===== src/rtl/spi_pixel_tx_if.sv =====
// Pixel word stream between an upstream source and the SPI transmitter.
// Valid/ready: a word moves on a rising edge where pixel_valid and pixel_ready are both high;
// the source holds pixel_data and pixel_valid stable until that edge.
interface spi_pixel_tx_if;
  logic [31:0] pixel_data;
  logic        pixel_valid;
  logic        pixel_ready;

  modport master (
    output pixel_data,
    output pixel_valid,
    input  pixel_ready
  );

  modport slave (
    input  pixel_data,
    input  pixel_valid,
    output pixel_ready
  );
endinterface


===== src/rtl/spi_pixel_tx.sv =====
// SPI mode-0 master that shifts 32-bit pixel words MSB-first and tracks word position
// within a frame buffer, pulsing frame_done when the last word of a frame completes.
module spi_pixel_tx #(
  parameter  int CLK_DIV     = 4,
  parameter  int FRAME_WORDS = 2048,
  localparam int WCW         = $clog2(FRAME_WORDS)
) (
  input  logic           sys_clk,
  input  logic           reset,
  spi_pixel_tx_if.slave  pix,
  output logic           spi_clk,
  output logic           spi_mosi,
  output logic           busy,
  output logic [WCW-1:0] word_count,
  output logic           frame_done,
  output logic [1:0]     state_dbg
);

  typedef enum logic [1:0] {
    S_IDLE = 2'd0,
    S_LOW  = 2'd1,
    S_HIGH = 2'd2
  } state_t;

  localparam logic [7:0]     DIV_LAST = 8'(CLK_DIV - 1);
  localparam logic [WCW-1:0] WC_ONE   = WCW'(1);

  state_t         r_state;
  state_t         w_state_next;
  logic [31:0]    r_shift;
  logic [4:0]     r_bit;
  logic [7:0]     r_div;
  logic           r_spi_clk;
  logic [WCW-1:0] r_word_count;
  logic           r_frame_done;

  logic           w_accept;
  logic           w_div_done;
  logic           w_shift;
  logic           w_word_done;

  always_ff @(posedge sys_clk or posedge reset) begin
    if (reset) begin
      r_state <= S_IDLE;
    end else begin
      r_state <= w_state_next;
    end
  end

  always_comb begin
    w_state_next = r_state;
    w_accept     = 1'b0;
    w_shift      = 1'b0;
    w_word_done  = 1'b0;
    w_div_done   = (r_div == DIV_LAST);
    case (r_state)
      S_IDLE: begin
        if (pix.pixel_valid) begin
          w_accept     = 1'b1;
          w_state_next = S_LOW;
        end
      end
      S_LOW: begin
        if (w_div_done) begin
          w_state_next = S_HIGH;
        end
      end
      S_HIGH: begin
        if (w_div_done) begin
          if (r_bit == 5'd0) begin
            w_word_done  = 1'b1;
            w_state_next = S_IDLE;
          end else begin
            w_shift      = 1'b1;
            w_state_next = S_LOW;
          end
        end
      end
      default: begin
        w_state_next = S_IDLE;
      end
    endcase
  end

  // The MSB of the shift register is the line itself; it only moves on entry to LOW,
  // and after the last bit it is left unshifted so the line holds bit 0 while idle.
  always_ff @(posedge sys_clk or posedge reset) begin
    if (reset) begin
      r_shift      <= 32'd0;
      r_bit        <= 5'd0;
      r_div        <= 8'd0;
      r_spi_clk    <= 1'b0;
      r_word_count <= '0;
      r_frame_done <= 1'b0;
    end else begin
      r_spi_clk    <= (w_state_next == S_HIGH);
      r_frame_done <= w_word_done && (&r_word_count);
      if (w_accept) begin
        r_shift <= pix.pixel_data;
        r_bit   <= 5'd31;
        r_div   <= 8'd0;
      end else if (r_state != S_IDLE) begin
        r_div <= w_div_done ? 8'd0 : (r_div + 8'd1);
      end
      if (w_shift) begin
        r_shift <= {r_shift[30:0], 1'b0};
        r_bit   <= r_bit - 5'd1;
      end
      if (w_word_done) begin
        r_word_count <= r_word_count + WC_ONE;
      end
    end
  end

  assign pix.pixel_ready = (r_state == S_IDLE);
  assign busy            = (r_state != S_IDLE);
  assign spi_clk         = r_spi_clk;
  assign spi_mosi        = r_shift[31];
  assign word_count      = r_word_count;
  assign frame_done      = r_frame_done;
  assign state_dbg       = r_state;

endmodule


===== src/flat_wrapper.sv =====
// flat-port wrapper written by rule: the top's interface ports become plain ports
module spi_pixel_tx_flat 
#(
  parameter  int CLK_DIV     = 4,
  parameter  int FRAME_WORDS = 2048,
  localparam int WCW         = $clog2(FRAME_WORDS)
)
  (sys_clk, reset, spi_clk, spi_mosi, busy, word_count, frame_done, state_dbg, pix_pixel_data, pix_pixel_valid, pix_pixel_ready);
  spi_pixel_tx_if pix_i ();
  input  logic sys_clk;
  input  logic reset;
  output logic spi_clk;
  output logic spi_mosi;
  output logic busy;
  output logic [WCW-1:0] word_count;
  output logic frame_done;
  output logic [1:0] state_dbg;
  input wire logic [$bits(pix_i.pixel_data)-1:0] pix_pixel_data;
  input wire logic [$bits(pix_i.pixel_valid)-1:0] pix_pixel_valid;
  output wire logic [$bits(pix_i.pixel_ready)-1:0] pix_pixel_ready;
  assign pix_i.pixel_data = pix_pixel_data;
  assign pix_i.pixel_valid = pix_pixel_valid;
  assign pix_pixel_ready = pix_i.pixel_ready;
  spi_pixel_tx #(.CLK_DIV(CLK_DIV), .FRAME_WORDS(FRAME_WORDS)) u_core (.sys_clk(sys_clk), .reset(reset), .pix(pix_i), .spi_clk(spi_clk), .spi_mosi(spi_mosi), .busy(busy), .word_count(word_count), .frame_done(frame_done), .state_dbg(state_dbg));
endmodule

===== config.mk =====
export PLATFORM = sky130hd
export DESIGN_NAME = spi_pixel_tx_flat
export DESIGN_NICKNAME = d
export VERILOG_FILES = /design/src/rtl/spi_pixel_tx_if.sv /design/src/rtl/spi_pixel_tx.sv /design/src/flat_wrapper.sv
export SDC_FILE = /design/constraint.sdc
export NUM_CORES = 1
export LEC_CHECK = 0
export BUFFER_PORTS_ARGS = -buffer_cell sky130_fd_sc_hd__buf_2
export CORE_ASPECT_RATIO = 1.5
export CORE_UTILIZATION = 59
export DETAILED_ROUTE_END_ITERATION = 6
export PLACE_DENSITY = 0.81
export SLEW_MARGIN = 5
export SYNTH_ARGS = -nofsm -noshare
export SYNTH_HDL_FRONTEND = slang
export SYNTH_SLANG_ARGS = --single-unit

===== constraint.sdc =====
create_clock -name sys_clk -period 4 [get_ports sys_clk]
set_clock_uncertainty 0.2 [all_clocks]
set_input_delay 0.4 -clock sys_clk [delete_from_list [all_inputs] [get_ports sys_clk]]
set_output_delay 0.4 -clock sys_clk [all_outputs]
set_load 0.01 [all_outputs]

==> impl_metrics.csv, run 1 <==
group,metric,value,unit
critical_path,critPathCaptureType,"flop",
routing,wl,5410,µm
finish,drive_gt1_frac,0.2669,
synth,synth_edf_count,0,
routing,vias,2088,
synth,synthMuxAreaShare,0.01151,
sta,setup-violations-final,0,
sta,fmax,392.9,MHz
synth,yosys.area_share.simple,0.1200,
synth,synth_xor_area_frac,0.03720,
outcome,outcome,"complete, no violations",
synth,synth_compound_area_frac,0.2352,
clock_network,post_cts_buffers,0,
synth,synth_cells,238,
global_routing,grt_pass1_vias,1999,
synth,synth-seq-cells,60,
sta,hold_violations,0,
synth,synth_top_flop_cell,"dfrtp_1",
floorplan,initial_utilization,0.6169,
pwr,vdd_drop_max,0.2638,mV
global_routing,grt.total_usage,0.2373,
pwr,total_power,1.191,mW
sta,relSlewSlack,0.4603,
placement,port-buffer-count,52,
critical_path,crit_required,3970,ps
finish,antennaDiodeCount,0,
synth,async_reset_ff_frac,1.000,
finish,area_growth_syn_to_layout,16.16,%
routing,drc_errors,0,
synth,synth_area,2825,µm²
critical_path,cp_max_fo,36,
floorplan,die_area,5075,µm²
critical_path,cp-start-kind,"flop",
global_routing,gr-total-overflow,0,
floorplan,die_w,58.50,µm
synth,yosysUniqueCellTypes,42,
synth,synth.yosys.seq_area_share,0.5314,
clock_network,clk_root_buffer_cell,"clkbuf_8",
sta,finalCritPeriodShare,0.6363,
clock_network,clk_latency,330,ps
routing,drtIter0Drc,124,
routing,drtAntennaViolNets,0,
clock_network,clk_pin_slew,60,ps
global_routing,grt_max_degree,37,
routing,viasPerCell,5.800,
clock_network,cts_tree,"yes",
pwr,power.leakage,1.874,nW
clock_network,htree_levels,3,
flow_run,cap_violations,0,
routing,first_pass_iters,4,
placement,gp_congestion,0.8212,
global_routing,grt_antenna_before_repair,0,
min_path,worstHoldPathType,"in -> reg",
synth,synth_top_family_by_area,"compound AO/OA/AOI/OAI gates",
sta,drv_slew,0,
floorplan,rows,30,
critical_path,crit_type,"reg -> reg",
placement,place_area,3069,µm²
finish,final_net_count,330,
sta,fin_crit,2545,ps
critical_path,ff2ff_setup_slack,1450,ps
sta,worstMarginPinSlew,809.6,ps
clock_network,cts_max_path_buffers,2,
sta,rsz0062_at_grt,"no",
placement,dp_hpwl,3609,µm
finish,fillCellCount,359,
routing,post_drt_wl_per_cell,15.03,µm
global_routing,grt_pass1_wl,8997,µm
synth,syn_nets,276,
synth,ys_warn_count,0,
floorplan,fp.dieH,86.75,µm
finish,fin_util,0.7167,
sta,finalSetupTns,0,ps
sta,hold_ws,77.77,ps
floorplan,io_pins,53,
floorplan,core-area,4579,µm²
critical_path,arrival,2510,ps
clock_network,cts_made_buffers,9,
finish,fin_area,3282,µm²
synth,synth_fa_ha_area_frac,0.01329,
pwr,power_density,362.9,nW/µm²
clock_network,clock-sinks,60,
synth,avgSynthCellArea,11.87,µm²
-- cell type report --
cell class,count,area (µm²),share of cell area
tap,64,80.08,0.02440
inverter,7,26.28,0.008006
sequential,60,1501,0.4575
timing repair buffer,56,292.8,0.08921
multi-input combinational,158,1179,0.3591
clock buffer,14,172.7,0.05261
clock inverter,1,30.03,0.009150
-- worst max-delay path, cell delays in order, from the launching register on --
cell and delay (ps):
dfrtp_1 400, inv_1 60, ha_1 200, nor4b_4 290, and4b_1 230, buf_4 250
nor2_4 580, a22oi_1 150
-- path summary, 6_finish.rpt --
check	from	to	depth (start not counted)
max	u_core.r_bit[0]$_DFFE_PP0P_	u_core.state_dbg[0]$_DFF_PP0_	7
min	pix_pixel_data[0]	u_core.r_shift[0]$_DFFE_PP0P_	3
max in group asynchronous	reset	u_core.r_shift[16]$_DFFE_PP0P_	4
max reg2reg	u_core.r_bit[0]$_DFFE_PP0P_	u_core.state_dbg[0]$_DFF_PP0_	7
min in group asynchronous	reset	u_core.r_shift[24]$_DFFE_PP0P_	3
min reg2reg	u_core.r_shift[31]$_DFFE_PP0P_	u_core.r_shift[31]$_DFFE_PP0P_	1
-- placed cells by master, fill, tap and decap left out, types with 2 or more instances in the layout --
cell / count
clkbuf_8: 12
buf_4: 3
xor2_1: 4
o21ai_0: 5
nand3_1: 6
nand4_1: 4
a21oi_1: 6
and2_1: 3
and4b_1: 2
inv_1: 6
mux2_2: 2
clkbuf_1: 2
a22o_1: 35
a31oi_1: 3
nor2_1: 8
nor4b_4: 2
nand2_1: 11
a21o_1: 31
buf_2: 52
xnor2_1: 8
dfrtp_1: 60
and3_1: 2
a41oi_1: 2
nor3_1: 5
ha_1: 3
-- synthesized netlist by cell type, drive strengths merged, types with 2 or more instances --
cell	instances	area (µm²)
ha	3	37.54
and4	2	18.77
mux2	2	22.52
a22o	36	316.6
buf	11	101.4
o21ai	5	25.02
a21o	31	232.7
nor3	6	35.03
a21oi	6	30.03
nand4	4	25.02
a41oi	2	17.52
nand2	12	47.55
nor4b	2	47.55
clkbuf	2	17.51
inv	7	26.28
nor2	9	41.29
dfrtp	60	1501
and3	3	20.02
nand3	6	30.03
a31oi	3	18.77
and4b	2	20.02
xnor2	8	70.07
xor2	4	35.03
and2	3	18.77
-- power breakdown --
part	leakage (nW)	internal [mW]	switching (mW)
clock	0.103	0.336	0.217
sequential	0.809	0.607	0
combinational	0.963	0.0135	0.0172
total	1.87	0.956	0.235
-- stage by stage --
step,instances,setup WS (ps)
2_1_floorplan,238,1915
3_3_place_gp,344,1507
3_5_place_dp,344,1432
4_1_cts,360,1445
5_1_grt,360,1216
6_report,360,1455
-- cell families (layout without fill, tap and decap cells) --
kind of cell / Yosys count / count (layout)
buf+inv: 20 / 78
fa+ha+maj: 3 / 3
xor+xnor: 12 / 12
mux: 3 / 3
compound gates: 86 / 86
simple gates: 54 / 54
flops: 60 / 60
-- routing by layer --
layer / vias to the layer above / routed length, µm / part of all wire / GRT usage
li1: 984 / - / - / -
met1: 1037 / 2338 / 0.43 / 0.2849
met2: 53 / 2700 / 0.50 / 0.3856
met3: 14 / 221 / 0.041 / 0.05970
met4: 0 / 149 / 0.028 / 0.1320
met5: - / 0 / 0 / 0
-- flip-flops by register name, summed over array words and instances (netlist names) --
signal,count
u_core.r_shift,32
u_core.word_count,11
u_core.r_div,8
u_core.r_bit,5
u_core.state_dbg,2
u_core.frame_done,1
u_core.spi_clk,1
-- repair_timing --
action / CTS / global route
endpoints found under the hold margin: 25 / 0
hold buffers: 1 / 0
gates resized for setup: 0 / 0
No activity file was read; power rests on OpenSTA's default activity.
==> inputs of run 2 (changes only) <==
CORE_UTILIZATION = 50   (was 59)
PLACE_DENSITY = 0.73   (was 0.81)
clock period = 2.25 ns   (was 4 ns; I/O delays follow)
==> impl_metrics.csv, run 2 (synthesis gave the netlist of run 1 again) <==
group,metric,value,unit
sta,setup_ws,141.7,ps
placement,dpl.cell_count,360,
clock_network,cts_made_buffers,9,
finish,fillCellCount,440,
pwr,vdd_drop_max,0.3840,mV
critical_path,cp_top_family,"simple AND/OR/NAND/NOR gates",
sta,hold_violations,0,
clock_network,cts_max_path_buffers,2,
sta,finalSetupTns,0,ps
sta,relSlewSlack,0.7159,
floorplan,initial_utilization,0.5184,
placement,gp_congestion,0.7567,
critical_path,ff2ff_setup_slack,140,ps
routing,drtAntennaViolNets,0,
sta,drv_slew,0,
critical_path,cp.buffers_inverters,2,
clock_network,cts_tree,"yes",
finish,antennaDiodeCount,0,
finish,top_register,"u_core.r_shift",
clock_network,clock-sinks,60,
sta,finalCritPeriodShare,0.9370,
min_path,min_to,"u_core.r_shift[17]$_DFFE_PP0P_",
finish,final_net_count,355,
floorplan,die_w,63.38,µm
pwr,power.leakage,1.966,nW
finish,drive_gt1_frac,0.2884,
critical_path,crit_chain,"inv_1 > ha_1 > nor4b_4 > and4b_2 > buf_4 > a22o_1 > a21o_1",
finish,instances_no_fill,389,
placement,port-buffer-count,52,
critical_path,cp_max_fo,13,
critical_path,regToRegStartpoint,"u_core.r_bit[0]$_DFFE_PP0P_",
critical_path,crit_type,"reg -> reg",
critical_path,r2r_end,"u_core.r_shift[28]$_DFFE_PP0P_",
global_routing,grt.total_usage,0.2129,
finish,largest_reg_flops,32,
sta,hold_ws,5.175,ps
critical_path,arrival,2130,ps
outcome,outcome,"complete, no violations",
routing,post_drt_wl_per_cell,15.03,µm
critical_path,slowest_stage,"dfrtp_1",
floorplan,die_area,5961,µm²
global_routing,grt_antenna_before_repair,0,
critical_path,slowest_delay,400,ps
routing,first_pass_iters,4,
sta,worstMarginPinSlew,425.1,ps
finish,layout_common_cells,"60 x dfrtp_1, 52 x buf_2, 35 x a22o_1",
min_path,min_from,"pix_pixel_data[17]",
clock_network,post_cts_buffers,0,
flow_run,cap_violations,0,
global_routing,grt_pass1_vias,2077,
routing,viasPerCell,5.596,
min_path,worstHoldPathType,"in -> reg",
floorplan,io_pins,53,
floorplan,rows,33,
finish,final_common_cell,"dfrtp_1",
placement,pre_cts_ws,-66.34,ps
global_routing,grt_max_degree,37,
routing,drc_errors,0,
clock_network,clk_latency,330,ps
routing,wl,5846,µm
routing,drtIter0Drc,122,
finish,seqCellArea,1501,µm²
global_routing,gr-total-overflow,0,
placement,dp_hpwl,3789,µm
routing,vias,2177,
pwr,power_density,565.2,nW/µm²
floorplan,core-area,5450,µm²
finish,multiInputGateArea,1196,µm²
pwr,total_power,1.971,mW
critical_path,critPathCaptureType,"flop",
critical_path,crit_required,2270,ps
sta,fmax,474.3,MHz
floorplan,fp.dieH,94.07,µm
finish,area_growth_syn_to_layout,23.43,%
sta,rsz0062_at_grt,"no",
min_path,worstHoldPathCells,3,
clock_network,htree_levels,3,
sta,fin_crit,2108,ps
clock_network,clk_pin_slew,60,ps
sta,setup-violations-final,0,
clock_network,clk_root_buffer_cell,"clkbuf_8",
critical_path,cp-start-kind,"flop",
global_routing,grt_pass1_wl,9618,µm
critical_path,reg2reg_depth,7,
run 2: what timing repair did:
item,4_1_cts,5_1_grt
pin swaps,1,0
setup endpoints to repair,5,25
endpoints found under the hold margin,30,0
resized for setup,1,3
hold buffers,15,0
cloned,1,0
run 2: final cells by class:
type,instances,share of cell area
multi-input cells,159,0.3430
clock inverters,2,0.003588
inverters,7,0.007535
well taps,70,0.02512
repair buffers,80,0.1468
flip-flops and latches,60,0.4306
clock buffers,11,0.04342
run 2: how the worst max path moves through the flow:
stage / from / to / slack (ps) / cells after the start
detailed placement: u_core.r_bit[0]$_DFFE_PP0P_ / u_core.state_dbg[0]$_DFF_PP0_ / -70 / 6
global route: u_core.r_bit[0]$_DFFE_PP0P_ / u_core.state_dbg[0]$_DFF_PP0_ / 10 / 6
floorplan: u_core.r_bit[0]$_DFFE_PP0P_ / u_core.r_shift[22]$_DFFE_PP0P_ / 260 / 8
global placement: u_core.r_bit[0]$_DFFE_PP0P_ / u_core.state_dbg[0]$_DFF_PP0_ / 70 / 6
finish: u_core.r_bit[0]$_DFFE_PP0P_ / u_core.r_shift[28]$_DFFE_PP0P_ / 140 / 7
CTS: u_core.r_div[0]$_DFFE_PP0P_ / u_core.r_bit[2]$_DFFE_PP0P_ / 70 / 6
run 2: through the flow:
| stage | util | cell area (µm²) |
|---|---|---|
| after floorplan | - | 2825 |
| after global placement | 0.5783 | 3152 |
| after detailed placement | 0.5783 | 3152 |
| after CTS | 0.6380 | 3477 |
| after global routing | 0.6398 | 3487 |
| final | 0.6398 | 3487 |
run 2: per-layer routing:
layer	up-vias	GRT usage	part of all wire	wire length [µm]
met3	11	0.03398	0.041	242
met2	58	0.3475	0.50	2948
met5	-	0	0	0
met4	0	0.1212	0.020	119
li1	1041	-	-	-
met1	1067	0.2660	0.43	2536
run 2: tightest hold or removal path: stages:
cell and delay, ps:
buf_2 80, a22o_1 120, a21o_1 80
run 2: power by group:
part | internal (mW) | total [mW] | switching, mW
logic | 0.0420 | 0.0762 | 0.0343
clock network | 0.438 | 0.815 | 0.377
registers | 1.08 | 1.08 | 0
total | 1.56 | 1.97 | 0.411
